<file path="src/rtl/vga_sync_gen.sv">
// vga_sync_gen: VGA raster timing generator.
// Counts pixels/lines on each i_pix_en strobe and produces registered hsync, vsync,
// data-enable and frame-start, all aligned with the registered o_hcnt/o_vcnt.
// Optional build macro VGA_SYNC_GEN_FRAME_CNT_EN adds FRAME_W and o_frame_cnt,
// a wrapping frame counter that steps on the edge that raises o_frame_start.
module vga_sync_gen #(
    parameter int unsigned H_ACTIVE = 640,
    parameter int unsigned H_FP     = 16,
    parameter int unsigned H_SYNC   = 96,
    parameter int unsigned H_BP     = 48,
    parameter int unsigned V_ACTIVE = 480,
    parameter int unsigned V_FP     = 10,
    parameter int unsigned V_SYNC   = 2,
    parameter int unsigned V_BP     = 33,
    parameter bit          HS_POL   = 1'b0,
    parameter bit          VS_POL   = 1'b0,
    parameter int unsigned CNT_W    = 10
`ifdef VGA_SYNC_GEN_FRAME_CNT_EN
    ,
    parameter int unsigned FRAME_W  = 8
`endif
) (
    input  logic             clk,
    input  logic             i_sclr,
    input  logic             i_pix_en,
    output logic [CNT_W-1:0] o_hcnt,
    output logic [CNT_W-1:0] o_vcnt,
    output logic             o_hsync,
    output logic             o_vsync,
    output logic             o_de,
    output logic             o_frame_start
`ifdef VGA_SYNC_GEN_FRAME_CNT_EN
    ,
    output logic [FRAME_W-1:0] o_frame_cnt
`endif
);

    localparam int unsigned H_TOTAL = H_ACTIVE + H_FP + H_SYNC + H_BP;
    localparam int unsigned V_TOTAL = V_ACTIVE + V_FP + V_SYNC + V_BP;

    localparam logic [CNT_W-1:0] H_MAX      = CNT_W'(H_TOTAL - 1);
    localparam logic [CNT_W-1:0] V_MAX      = CNT_W'(V_TOTAL - 1);
    localparam logic [CNT_W-1:0] H_ACT_END  = CNT_W'(H_ACTIVE);
    localparam logic [CNT_W-1:0] V_ACT_END  = CNT_W'(V_ACTIVE);
    localparam logic [CNT_W-1:0] HS_START   = CNT_W'(H_ACTIVE + H_FP);
    localparam logic [CNT_W-1:0] HS_END     = CNT_W'(H_ACTIVE + H_FP + H_SYNC);
    localparam logic [CNT_W-1:0] VS_START   = CNT_W'(V_ACTIVE + V_FP);
    localparam logic [CNT_W-1:0] VS_END     = CNT_W'(V_ACTIVE + V_FP + V_SYNC);

    logic [CNT_W-1:0] r_hcnt;
    logic [CNT_W-1:0] r_vcnt;
    logic             r_hsync;
    logic             r_vsync;
    logic             r_de;
    logic             r_frame_start;

    logic [CNT_W-1:0] w_hcnt_nxt;
    logic [CNT_W-1:0] w_vcnt_nxt;
    logic             w_hs_act;
    logic             w_vs_act;
    logic             w_de_nxt;
    logic             w_at_origin;

    // Next raster position for a strobe; decode runs on it so outputs align with counters
    always_comb begin
        w_hcnt_nxt = r_hcnt + 1'b1;
        w_vcnt_nxt = r_vcnt;
        if (r_hcnt == H_MAX) begin
            w_hcnt_nxt = '0;
            w_vcnt_nxt = (r_vcnt == V_MAX) ? '0 : r_vcnt + 1'b1;
        end
        w_de_nxt    = (w_hcnt_nxt < H_ACT_END) && (w_vcnt_nxt < V_ACT_END);
        w_hs_act    = (w_hcnt_nxt >= HS_START) && (w_hcnt_nxt < HS_END);
        w_vs_act    = (w_vcnt_nxt >= VS_START) && (w_vcnt_nxt < VS_END);
        w_at_origin = (w_hcnt_nxt == '0) && (w_vcnt_nxt == '0);
    end

    // Counter and decode registers; reset parks at the last pixel so the first strobe hits (0,0)
    always_ff @(posedge clk) begin
        if (i_sclr) begin
            r_hcnt        <= H_MAX;
            r_vcnt        <= V_MAX;
            r_de          <= 1'b0;
            r_hsync       <= ~HS_POL;
            r_vsync       <= ~VS_POL;
            r_frame_start <= 1'b0;
        end else if (i_pix_en) begin
            r_hcnt        <= w_hcnt_nxt;
            r_vcnt        <= w_vcnt_nxt;
            r_de          <= w_de_nxt;
            r_hsync       <= w_hs_act ? HS_POL : ~HS_POL;
            r_vsync       <= w_vs_act ? VS_POL : ~VS_POL;
            r_frame_start <= w_at_origin;
        end else begin
            r_frame_start <= 1'b0;
        end
    end

`ifdef VGA_SYNC_GEN_FRAME_CNT_EN
    logic [FRAME_W-1:0] r_frame_cnt;

    // Frame counter steps together with the frame-start pulse
    always_ff @(posedge clk) begin
        if (i_sclr) begin
            r_frame_cnt <= '0;
        end else if (i_pix_en && w_at_origin) begin
            r_frame_cnt <= r_frame_cnt + 1'b1;
        end
    end

    assign o_frame_cnt = r_frame_cnt;
`endif

    assign o_hcnt        = r_hcnt;
    assign o_vcnt        = r_vcnt;
    assign o_hsync       = r_hsync;
    assign o_vsync       = r_vsync;
    assign o_de          = r_de;
    assign o_frame_start = r_frame_start;

endmodule

</file>
<file path="config.mk">
export PLATFORM = sky130hd
export DESIGN_NAME = vga_sync_gen
export DESIGN_NICKNAME = d
export VERILOG_FILES = /design/src/rtl/vga_sync_gen.sv
export SDC_FILE = /design/constraint.sdc
export NUM_CORES = 1
export LEC_CHECK = 0
export ABC_AREA = 0
export BUFFER_PORTS_ARGS = -buffer_cell sky130_fd_sc_hd__clkbuf_2
export CORE_MARGIN = 3
export CORE_UTILIZATION = 60
export CTS_BUF_LIST = sky130_fd_sc_hd__clkbuf_8 sky130_fd_sc_hd__clkbuf_16
export DETAILED_ROUTE_END_ITERATION = 8
export HOLD_SLACK_MARGIN = 0.02
export PLACE_DENSITY = 0.84
export SYNTH_ARGS = -nofsm -noshare
export SYNTH_HDL_FRONTEND = slang
export SYNTH_SLANG_ARGS = --single-unit
export TNS_END_PERCENT = 100
</file>
<file path="constraint.sdc">
create_clock -name clk -period 4.3 [get_ports clk]
set_input_delay 0.43 -clock clk [delete_from_list [all_inputs] [get_ports clk]]
set_output_delay 0.43 -clock clk [all_outputs]
set_load 0.005 [all_outputs]
</file>
==> results of run 1 <==
-- kinds of logic (layout without fill, tap and decap cells) --
logic type                 count (synthesis)  after routing
AOI/OAI and AO/OA                         44             44
DFF                                       24             24
adders and majority gates                  3              3
xor gates and xnor gates                  15             15
muxes                                      4              4
and+or+nand+nor                           91             91
buffers and inverters                     23             38
-- worst max path at each step --
stage / end / slack [ps] / cells after the start
after floorplan: o_vsync / 1900 / 9
after global placement: o_vsync / 1680 / 7
after detailed placement: o_vsync / 1480 / 7
after CTS: o_vsync / 1440 / 7
after global routing: o_frame_start / 1080 / 7
final: o_vsync / 1370 / 7
-- through the flow --
| step | util | cell area (um2) |
|---|---|---|
| after floorplan | - | 1590 |
| after detailed placement | 0.673 | 1680 |
| after global placement | 0.673 | 1680 |
| after global routing | 0.695 | 1740 |
| final | 0.695 | 1740 |
| after CTS | 0.695 | 1740 |
-- routing by layer --
metal	routed length [um]	share of wire
met4	96	0.023
met3	418	0.10
met2	1900	0.46
met5	0	0
met1	1710	0.41
-- sequential cells by signal, indices dropped and copies added, names as in the netlist --
name and cells:
o_hcnt 10, o_de 1, o_vcnt 10, o_frame_start 1
o_hsync 1, o_vsync 1
-- power by group --
part | switching (W) | total, W | internal, W
registers | 0.0000280 | 0.000264 | 0.000236
clock network | 0.0000728 | 0.000155 | 0.0000818
logic | 0.000106 | 0.000177 | 0.0000705
-- placed cells by master, fill, tap and decap left out, drive strengths merged, types with 3 or more instances in the layout --
cell | netlist | layout
mux2i | 3 | 3
clkbuf | 11 | 30
a21oi | 15 | 15
or3 | 3 | 3
nor3 | 7 | 7
xnor2 | 7 | 7
nand3 | 13 | 13
a31oi | 3 | 3
nor2 | 21 | 21
xor2 | 8 | 8
o21ai | 10 | 10
o31a | 3 | 3
nor4 | 6 | 6
o31ai | 3 | 3
ha | 3 | 3
and3 | 5 | 5
dfxtp | 24 | 24
nand4 | 9 | 9
nand2 | 15 | 15
o311ai | 3 | 3
inv | 6 | 6
o211ai | 3 | 3
-- cell type report --
type	instances	area, um2	area share
Sequential cell	24	480	0.276
Tap cell	30	37.5	0.0216
Multi-Input combinational cell	157	1000	0.578
Inverter	8	30.0	0.0173
Clock buffer	4	55.1	0.0317
Timing Repair Buffer	26	130	0.0749
-- cell usage after synthesis, drive strengths merged (2+ instances only) --
library cell	n
mux2i	3
buf	4
dfxtp	24
a21oi	15
xnor2	7
nand2	15
nand4b	2
or4b	2
or3	3
o311ai	3
nor2	21
o31a	3
xor2	8
clkinv	2
nand2b	2
nor4	6
and3	5
nand4	9
nor3b	2
inv	6
nor3	7
clkbuf	11
o211ai	3
o21ai	10
a31oi	3
nand3	13
ha	3
o31ai	3
-- worst register-to-register path: stages (launching register included) --
cell and delay (ps):
dfxtp_1 420, ha_1 350, nand4_1 290, nor3_2 840, nand4_1 220, xor2_1 220
nor4_2 320, a31oi_1 140
==> results.sh, run 1 <==
export IMPL_status="complete, no violations"
export IMPL_dp_slack_ps=1480
export IMPL_p_leak_nw=0.683
export IMPL_rrSetupSlack_ps=1370
export IMPL_ir_worst_vdd_mv=0.282
export IMPL_maxCapViolations=0
export IMPL_ys_types=43
export IMPL_vias=1631
export IMPL_synth_top_area_share=0.303
export IMPL_slowest_delay_ps=840
export IMPL_path_class="reg2reg"
export IMPL_cp_end_kind="flop"
export IMPL_crit_family="simple AND/OR/NAND/NOR gates"
export IMPL_busiest_layer="met2"
export IMPL_fmax_mhz=342
export IMPL_grt_ovfl_total=0
export IMPL_synth_mux_area_frac=0.0260
export IMPL_skew_ps=4.01
export IMPL_synth_xor_area_frac=0.0827
export IMPL_gp_congestion=0.910
export IMPL_cts_setup_buffers=0
export IMPL_tightestPinTransition_ps=957
export IMPL_report_power_total_w=0.000595
export IMPL_synth_main_ff_cell="dfxtp_1"
export IMPL_nets=226
export IMPL_fp_dieW_um=57.4
export IMPL_hold_violations=0
export IMPL_r2r_end="o_vsync"
export IMPL_synth_edff_count=0
export IMPL_drv_slew=0
export IMPL_finalWirelength_mm=4.13
export IMPL_fin_crit_ps=2930
export IMPL_r2r_start="o_hcnt[0]"
export IMPL_syn_num_nets=210
export IMPL_rsz0062_at_grt="false"
export IMPL_drive_above_1_share=0.169
export IMPL_clock_path_buffers=2
export IMPL_tns_ps=0
export IMPL_synth_seq_cells=24
export IMPL_synth_compound_area_frac=0.171
export IMPL_timing_final_crit_share=0.681
export IMPL_ys_top_cells_by_area="dfxtp_1 30%, nor2_1 5.0%, a21oi_1 4.7%, xor2_1 4.4%, nand3_1 4.1%"
export IMPL_cts_root_buf="clkbuf_8"
export IMPL_grt_use_met3=0.0566
export IMPL_finalSetupViolCount=0
export IMPL_worstPathArrival_ps=3070
export IMPL_first_global_vias=1415
export IMPL_io_pins=27
export IMPL_synth_area_um2=1590
export IMPL_hold_ws_ps=496
export IMPL_clock_latency_ps=270
export IMPL_fin_ws_ps=1370
export IMPL_cts_tree="done"
export IMPL_synth_fa_ha_area_frac=0.0236
export IMPL_yosysSeqAreaShare=0.303
export IMPL_routed_via_density=6.55
export IMPL_num_rows=18
export IMPL_numCtsBuffers=3
export IMPL_required_ps=4440
export IMPL_maxSlewHeadroom=0.358
export IMPL_drt_iter0_markers=127
export IMPL_hold_depth=2
export IMPL_antenna_found_initial=0
export IMPL_drc_errors=0
export IMPL_use_met2=0.400
export IMPL_fillers=209
export IMPL_start_util=0.635
export IMPL_die_area_um2=3300
export IMPL_yosys_area_top_type="dfxtp_1"
export IMPL_detail_route_wl_per_cell_um=16.6
export IMPL_cpMaxStageDelayCell="nor3_2"
export IMPL_ctsHoldBuffers=0
export IMPL_cp_max_fo=17
export IMPL_grt_max_degree=21
export IMPL_yosys_warnings=0
export IMPL_first_pass_iters=4
export IMPL_fin_cells=249
export IMPL_antenna_cells=0
export IMPL_startpoint_type="flop"
export IMPL_synth_area_per_cell_um2=7.78
export IMPL_cp_cell_sequence="ha_1 > nand4_1 > nor3_2 > nand4_1 > xor2_1 > nor4_2 > a31oi_1"
export IMPL_synthToLayoutAreaGrowth_pct=9.46
export IMPL_ff2ff_path_depth=7
export IMPL_htreeDepth=1
export IMPL_cts_sinks=24
export IMPL_synthArstFlopShare=0
export IMPL_cts_resized=0
export IMPL_netlist_instances=204
export IMPL_clk_pin_slew_worst_paths_ps=90
export IMPL_die_h_um=57.4
export IMPL_p_per_area_nw_per_um2=342
export IMPL_grt_first_pass_wirelength_mm=6.84
export IMPL_ant_nets=0
export IMPL_cp_startpoint="o_hcnt[0]"
export IMPL_dp_hpwl_mm=2.88
export IMPL_min_to="o_de"
export IMPL_synth_top_family_by_area="simple AND/OR/NAND/NOR gates"
export IMPL_path_buf_inv=0
export IMPL_hold_start="o_de"
export IMPL_groute_usage_overall=0.260
export IMPL_io_buffer_count=26
export IMPL_dp_cells=245
export IMPL_min_path_type="reg2reg"
export IMPL_core_area_um2=2500
export IMPL_cp_common_cell="nand4_1"
export IMPL_grt_met1_usage=0.356
export IMPL_yosys_area_share_simple=0.329
Note: power is estimated with default switching activity, not from simulation.
==> inputs of run 2 (changes only) <==
--- a/config.mk
+++ b/config.mk
@@ -5,14 +5,14 @@
 export SDC_FILE = /design/constraint.sdc
 export NUM_CORES = 1
 export LEC_CHECK = 0
-export ABC_AREA = 0
+export ABC_AREA = 1
 export BUFFER_PORTS_ARGS = -buffer_cell sky130_fd_sc_hd__clkbuf_2
 export CORE_MARGIN = 3
-export CORE_UTILIZATION = 60
+export CORE_UTILIZATION = 56
 export CTS_BUF_LIST = sky130_fd_sc_hd__clkbuf_8 sky130_fd_sc_hd__clkbuf_16
 export DETAILED_ROUTE_END_ITERATION = 8
 export HOLD_SLACK_MARGIN = 0.02
-export PLACE_DENSITY = 0.84
+export PLACE_DENSITY = 0.79
 export SYNTH_ARGS = -nofsm -noshare
 export SYNTH_HDL_FRONTEND = slang
 export SYNTH_SLANG_ARGS = --single-unit
==> constraint.sdc (replaced) <==
create_clock -name clk -period 3.1 [get_ports clk]
set_input_delay 0.31 -clock clk [delete_from_list [all_inputs] [get_ports clk]]
set_output_delay 0.31 -clock clk [all_outputs]
set_load 0.005 [all_outputs]
==> run 2 against run 1 <==
Net effect: die area up 11%; highest routed layer unchanged; largest power group unchanged; clock-buffer cell count is the same; power rose by 37%; register-to-register slack worse by 300 ps; cell count is 29% higher; routed wire length is 1.5% lower; core utilization is 3.6 points lower; non-clock buffer count unchanged; global-route usage shrank 2.1 points; sequential share of layout area shrank 1.6 points; sequential power is 39% higher.
==> results.sh, run 2 <==
export IMPL_status="complete, no violations"
export IMPL_finalSetupViolCount=0
export IMPL_syn_num_nets=272
export IMPL_switchingPower_w=0.000289
export IMPL_final_cell_mix="68 x nand2_1, 37 x inv_1, 28 x nor2_1, 26 x nand3_1, 26 x clkbuf_2"
export IMPL_hold_violations=0
export IMPL_crit_family="simple AND/OR/NAND/NOR gates"
export IMPL_cp_max_fo=16
export IMPL_synthArstFlopShare=0
export IMPL_p_per_area_nw_per_um2=441
export IMPL_worstPathArrival_ps=2170
export IMPL_ys_types=31
export IMPL_synth_most_common_cell="nand2_1"
export IMPL_io_buffer_count=26
export IMPL_routed_via_density=5.45
export IMPL_netlist_instances=266
export IMPL_antenna_cells=0
export IMPL_groute_usage_overall=0.239
export IMPL_p_int_w=0.000526
export IMPL_min_path_type="reg2reg"
export IMPL_synth_top_area_share=0.288
export IMPL_slowest_delay_ps=410
export IMPL_synth_main_ff_cell="dfxtp_1"
export IMPL_tightestPinTransition_ps=688
export IMPL_cts_resized=0
export IMPL_cpMaxStageDelayCell="dfxtp_1"
export IMPL_first_global_vias=1528
export IMPL_grt_max_degree=27
export IMPL_drive_above_1_share=0.156
export IMPL_synth_common_cells="68 x nand2_1, 37 x inv_1, 28 x nor2_1"
export IMPL_maxSlewHeadroom=0.539
export IMPL_start_util=0.595
export IMPL_finalWirelength_mm=4.07
export IMPL_timing_final_crit_share=0.655
export IMPL_yosysSeqAreaShare=0.288
export IMPL_num_rows=19
export IMPL_use_met2=0.412
export IMPL_ant_nets=0
export IMPL_yosys_area_top_type="dfxtp_1"
export IMPL_cts_tree="done"
export IMPL_grt_first_pass_wirelength_mm=6.85
export IMPL_first_pass_iters=4
export IMPL_busiest_layer="met2"
export IMPL_pwr_share_clk=0.259
export IMPL_synthToLayoutAreaGrowth_pct=10.7
export IMPL_core_area_um2=2810
export IMPL_drc_errors=0
export IMPL_cp_end_kind="flop"
export IMPL_htreeDepth=1
export IMPL_ir_worst_vdd_mv=0.244
export IMPL_cts_sinks=24
export IMPL_path_buf_inv=1
export IMPL_combPwrFrac=0.292
export IMPL_cts_setup_buffers=0
export IMPL_tns_ps=0
export IMPL_rrSetupSlack_ps=1070
export IMPL_io_pins=27
export IMPL_cp_cell_sequence="ha_1 > nand2_2 > nor2_8 > inv_4 > nor2_8 > nand3_1 > o21ai_1 > nand2_1 > nor2_1 > nor2_1 > nor2_1 > nor2_1"
export IMPL_vias=1745
export IMPL_grt_use_met3=0.0319
export IMPL_placed_area_um2=1790
export IMPL_fin_crit_ps=2030
export IMPL_synth_seq_cells=24
export IMPL_path_class="reg2reg"
export IMPL_grt_met1_usage=0.320
export IMPL_clock_latency_ps=270
export IMPL_clk_pin_slew_worst_paths_ps=90
export IMPL_synth_area_per_cell_um2=6.27
export IMPL_synth_edff_count=0
export IMPL_startpoint_type="flop"
export IMPL_p_leak_nw=1.01
export IMPL_ys_top_cells_by_area="dfxtp_1 29%, nand2_1 15%, inv_1 8.3%, nand3_1 7.8%, nor2_1 6.3%"
export IMPL_antenna_found_initial=0
export IMPL_fmax_mhz=492
export IMPL_die_area_um2=3670
export IMPL_required_ps=3240
export IMPL_drv_slew=0
export IMPL_fp_dieW_um=60.6
export IMPL_detail_route_wl_per_cell_um=12.7
export IMPL_skew_ps=10.1
export IMPL_numCtsBuffers=3
export IMPL_fin_area_um2=1850
export IMPL_ctsHoldBuffers=0
export IMPL_grt_ovfl_total=0
export IMPL_final_common_cell="nand2_1"
export IMPL_die_h_um=60.6
export IMPL_nets=296
export IMPL_rsz0062_at_grt="false"
export IMPL_yosys_warnings=0
export IMPL_pwr_share_seq=0.449
export IMPL_cts_root_buf="clkbuf_8"
export IMPL_gp_congestion=0.885
export IMPL_dp_hpwl_mm=2.94
export IMPL_maxCapViolations=0
export IMPL_cp_common_cell="nor2_1"
export IMPL_drt_iter0_markers=111
export IMPL_clock_path_buffers=2
export IMPL_synth_area_um2=1670
export IMPL_switching_share=0.355
## run 2: area by class of cell
type / instances / area [um2]
inverters: 39 / 149
fillers: 283 / 957
clock buffers: 4 / 55.1
multi-input cells: 196 / 995
repair buffers: 26 / 130
flip-flops and latches: 24 / 480
well taps: 31 / 38.8
## run 2: power groups by stage
stage	logic, W	registers [W]	clock network [W]
after detailed placement	0.000235	0.000373	0
after floorplan	0.000181	0.000367	0
after global placement	0.000232	0.000372	0
after global routing	0.000273	0.000370	0.000224
final	0.000238	0.000366	0.000212
after CTS	0.000237	0.000366	0.000213
## run 2: worst paths after layout
kind	endpoint	startpoint	depth (start not counted)
worst max-delay path	o_de	o_hcnt[0]	12
worst min-delay path	o_hsync	o_hsync	2
worst max register to register	o_de	o_hcnt[0]	12
worst min register to register	o_hsync	o_hsync	2
## run 2: through the flow
step / hold WS (ps) / setup slack, ps / power [W] / utilization / cells
after detailed placement: 458 / 1100 / 0.000608 / 0.639 / 316
after global placement: 452 / 1160 / 0.000604 / 0.639 / 316
final: 475 / 1070 / 0.000816 / 0.659 / 320
after global routing: 512 / 843 / 0.000867 / 0.659 / 320
after CTS: 480 / 1080 / 0.000816 / 0.659 / 320
after floorplan: 465 / 1400 / 0.000548 / - / 266
## run 2: cells by family after synthesis
group / count (synthesis) / share of synthesized area
AO/OA/AOI/OAI: 46 / 0.151
AND/OR/NAND/NOR: 144 / 0.406
buffers and inverters: 46 / 0.116
XOR/XNOR: 3 / 0.0157
adder cells (fa/ha/maj): 3 / 0.0225
flip-flops: 24 / 0.288
## run 2: worst reg2reg max path, cell delays in order, from the launching register on
cell	delay (ps)
dfxtp_1	410
ha_1	200
nand2_2	110
nor2_8	170
inv_4	60
nor2_8	250
nand3_1	110
o21ai_1	140
nand2_1	80
nor2_1	170
nor2_1	70
nor2_1	80
nor2_1	40
## run 2: layer usage
metal / up-vias / share of wire
li1: 910 / -
met1: 775 / 0.45
met2: 50 / 0.48
met3: 10 / 0.050
met4: 0 / 0.017
met5: - / 0
==> inputs of run 3 (changes only) <==
--- a/config.mk
+++ b/config.mk
@@ -5,14 +5,14 @@
 export SDC_FILE = /design/constraint.sdc
 export NUM_CORES = 1
 export LEC_CHECK = 0
-export ABC_AREA = 1
+export ABC_AREA = 0
 export BUFFER_PORTS_ARGS = -buffer_cell sky130_fd_sc_hd__clkbuf_2
 export CORE_MARGIN = 3
-export CORE_UTILIZATION = 56
+export CORE_UTILIZATION = 50
 export CTS_BUF_LIST = sky130_fd_sc_hd__clkbuf_8 sky130_fd_sc_hd__clkbuf_16
 export DETAILED_ROUTE_END_ITERATION = 8
 export HOLD_SLACK_MARGIN = 0.02
-export PLACE_DENSITY = 0.79
+export PLACE_DENSITY = 0.75
 export SYNTH_ARGS = -nofsm -noshare
 export SYNTH_HDL_FRONTEND = slang
 export SYNTH_SLANG_ARGS = --single-unit
==> constraint.sdc (replaced) <==
create_clock -name clk -period 1.7 [get_ports clk]
set_input_delay 0.17 -clock clk [delete_from_list [all_inputs] [get_ports clk]]
set_output_delay 0.17 -clock clk [all_outputs]
set_load 0.005 [all_outputs]
==> run 3 against run 2 <==
Net effect: the flow now finishes with violations (setup timing); power rose by 130%; critical path depth shrank 5; global-route usage is 4.4 points higher; core utilization grew 18 points; final area is 32% higher; routed wire length up 59%; sequential cell count unchanged; clock-buffer cell count down 1; highest routed layer unchanged.
==> results.sh, run 3 (synthesis results as in run 1) <==
export IMPL_status="finished with violations"
export IMPL_violations="setup timing"
export IMPL_gp_congestion=0.963
export IMPL_grt_ovfl_total=0
export IMPL_hold_start="i_sclr"
export IMPL_first_pass_iters=5
export IMPL_numCtsBuffers=3
export IMPL_min_path_type="in2reg"
export IMPL_drv_slew=0
export IMPL_skew_ps=6.25
export IMPL_pwr_share_clk=0.182
export IMPL_ff2ff_path_depth=7
export IMPL_groute_usage_overall=0.283
export IMPL_cts_tree="done"
export IMPL_cp_max_fo=4
export IMPL_p_leak_nw=1.00
export IMPL_startpoint_type="flop"
export IMPL_ir_worst_vdd_mv=0.474
export IMPL_drc_errors=0
export IMPL_detail_route_wl_per_cell_um=20.2
export IMPL_synthToLayoutAreaGrowth_pct=53.7
export IMPL_first_global_vias=1945
export IMPL_switching_share=0.375
export IMPL_finalWirelength_mm=6.48
export IMPL_cp_end_kind="flop"
export IMPL_ant_nets=0
export IMPL_final_cell_mix="55 x buf_4, 26 x clkbuf_2, 21 x dfxtp_1, 16 x nor2_1, 13 x nand2_1"
export IMPL_fmax_mhz=404
export IMPL_nets=287
export IMPL_fin_crit_ps=2470
export IMPL_ctsHoldBuffers=0
export IMPL_routed_via_density=6.63
export IMPL_switchingPower_w=0.000713
export IMPL_min_to="o_hcnt[5]"
export IMPL_antenna_cells=0
export IMPL_pwr_share_seq=0.331
export IMPL_clock_path_buffers=2
export IMPL_grt_max_degree=17
export IMPL_maxSlewHeadroom=0.729
export IMPL_antenna_found_initial=0
export IMPL_finalSetupViolCount=18
export IMPL_tightestPinTransition_ps=403
export IMPL_fin_ws_ps=-774
export IMPL_p_per_area_nw_per_um2=777
export IMPL_drt_iter0_markers=370
export IMPL_die_area_um2=3890
export IMPL_hold_violations=0
export IMPL_combPwrFrac=0.486
export IMPL_cts_root_buf="clkbuf_8"
export IMPL_r2r_start="o_hcnt[6]"
export IMPL_io_pins=27
export IMPL_final_common_cell="buf_4"
export IMPL_path_class="reg2reg"
export IMPL_clk_pin_slew_worst_paths_ps=90
export IMPL_required_ps=1870
export IMPL_core_area_um2=2900
export IMPL_rsz0062_at_grt="true"
export IMPL_vias=2128
export IMPL_start_util=0.547
export IMPL_maxCapViolations=0
export IMPL_fin_area_um2=2440
export IMPL_p_int_w=0.00119
export IMPL_tns_ps=-5570
export IMPL_r2r_end="o_frame_start"
export IMPL_placed_area_um2=2110
export IMPL_num_rows=19
export IMPL_hold_depth=2
export IMPL_fp_dieW_um=62.4
export IMPL_hold_ws_ps=361
export IMPL_die_h_um=62.4
export IMPL_grt_first_pass_wirelength_mm=9.00
export IMPL_io_buffer_count=26
export IMPL_clock_latency_ps=270
export IMPL_fillers=172
export IMPL_drive_above_1_share=0.470
export IMPL_rrSetupSlack_ps=-770
export IMPL_worstPathArrival_ps=2640
export IMPL_cts_sinks=24
export IMPL_timing_final_crit_share=1.46
export IMPL_dp_hpwl_mm=3.76
export IMPL_htreeDepth=1
-- run 3: changes by cell type in the layout (fill, tap and decap cells not counted), moves of 4 or more --
cell and change:
buf_4 +55, nand2_1 -55, inv_1 -31, nand3_1 -15, o21ai_0 -13, nor2_1 -12, a21oi_1 -6, buf_6 +6
and3_1 +5, nand2_2 -5, xor2_1 +5, xnor2_1 +4
-- run 3: through the flow --
step                       util  setup WS (ps)  power, W  instances
after floorplan               -           -562   0.00102        204
after global placement    0.729           -468   0.00129        311
after detailed placement  0.729           -572   0.00132        311
after CTS                 0.772           -472   0.00171        317
after global routing      0.842           -837   0.00197        321
final                     0.842           -774   0.00190        321
-- run 3: worst max-delay path: stages, from the launching register on --
cell and delay (ps):
dfxtp_2 330, or4b_4 600, nor3_4 240, buf_6 150
nand4_1 160, xor2_2 310, nand3_1 210, nor4b_2 370
-- run 3: layout make-up --
| class | count | area, um2 | area share |
|---|---|---|---|
| repair buffers | 87 | 611 | 0.250 |
| multi-input cells | 157 | 1220 | 0.501 |
| flip-flops and latches | 24 | 484 | 0.198 |
| clock buffers | 3 | 41.3 | 0.0169 |
| well taps | 42 | 52.6 | 0.0215 |
| inverters | 8 | 30.0 | 0.0123 |
-- run 3: what timing repair did --
action | CTS | global route
hold endpoints to repair | 0 | 0
setup buffers | 3 | 4
resized for setup | 14 | 39
setup endpoints to repair | 18 | 19
pin swaps | 5 | 15
-- run 3: how the worst max path moves through the flow --
stage | startpoint | endpoint | depth (start not counted)
after floorplan | o_hcnt[6] | o_frame_start | 8
after global placement | o_vcnt[5] | o_frame_start | 6
after detailed placement | o_vcnt[5] | o_frame_start | 6
after CTS | o_hcnt[6] | o_frame_start | 6
after global routing | o_hcnt[6] | o_frame_start | 7
final | o_hcnt[6] | o_frame_start | 7
-- run 3: power groups by stage --
| stage | sequential [W] | combinational [W] | clock (W) |
|---|---|---|---|
| 2_1_floorplan | 0.000647 | 0.000371 | 0 |
| 3_3_place_gp | 0.000636 | 0.000655 | 0 |
| 3_5_place_dp | 0.000638 | 0.000682 | 0 |
| 4_1_cts | 0.000627 | 0.000737 | 0.000346 |
| 5_1_grt | 0.000633 | 0.000965 | 0.000377 |
| 6_report | 0.000629 | 0.000923 | 0.000346 |
-- run 3: per-layer routing --
| metal | wire, um | global-route usage |
|---|---|---|
| met2 | 2990 | 0.491 |
| met1 | 2350 | 0.344 |
| met3 | 692 | 0.0414 |
| met4 | 448 | 0.132 |
| met5 | 0 | 0 |
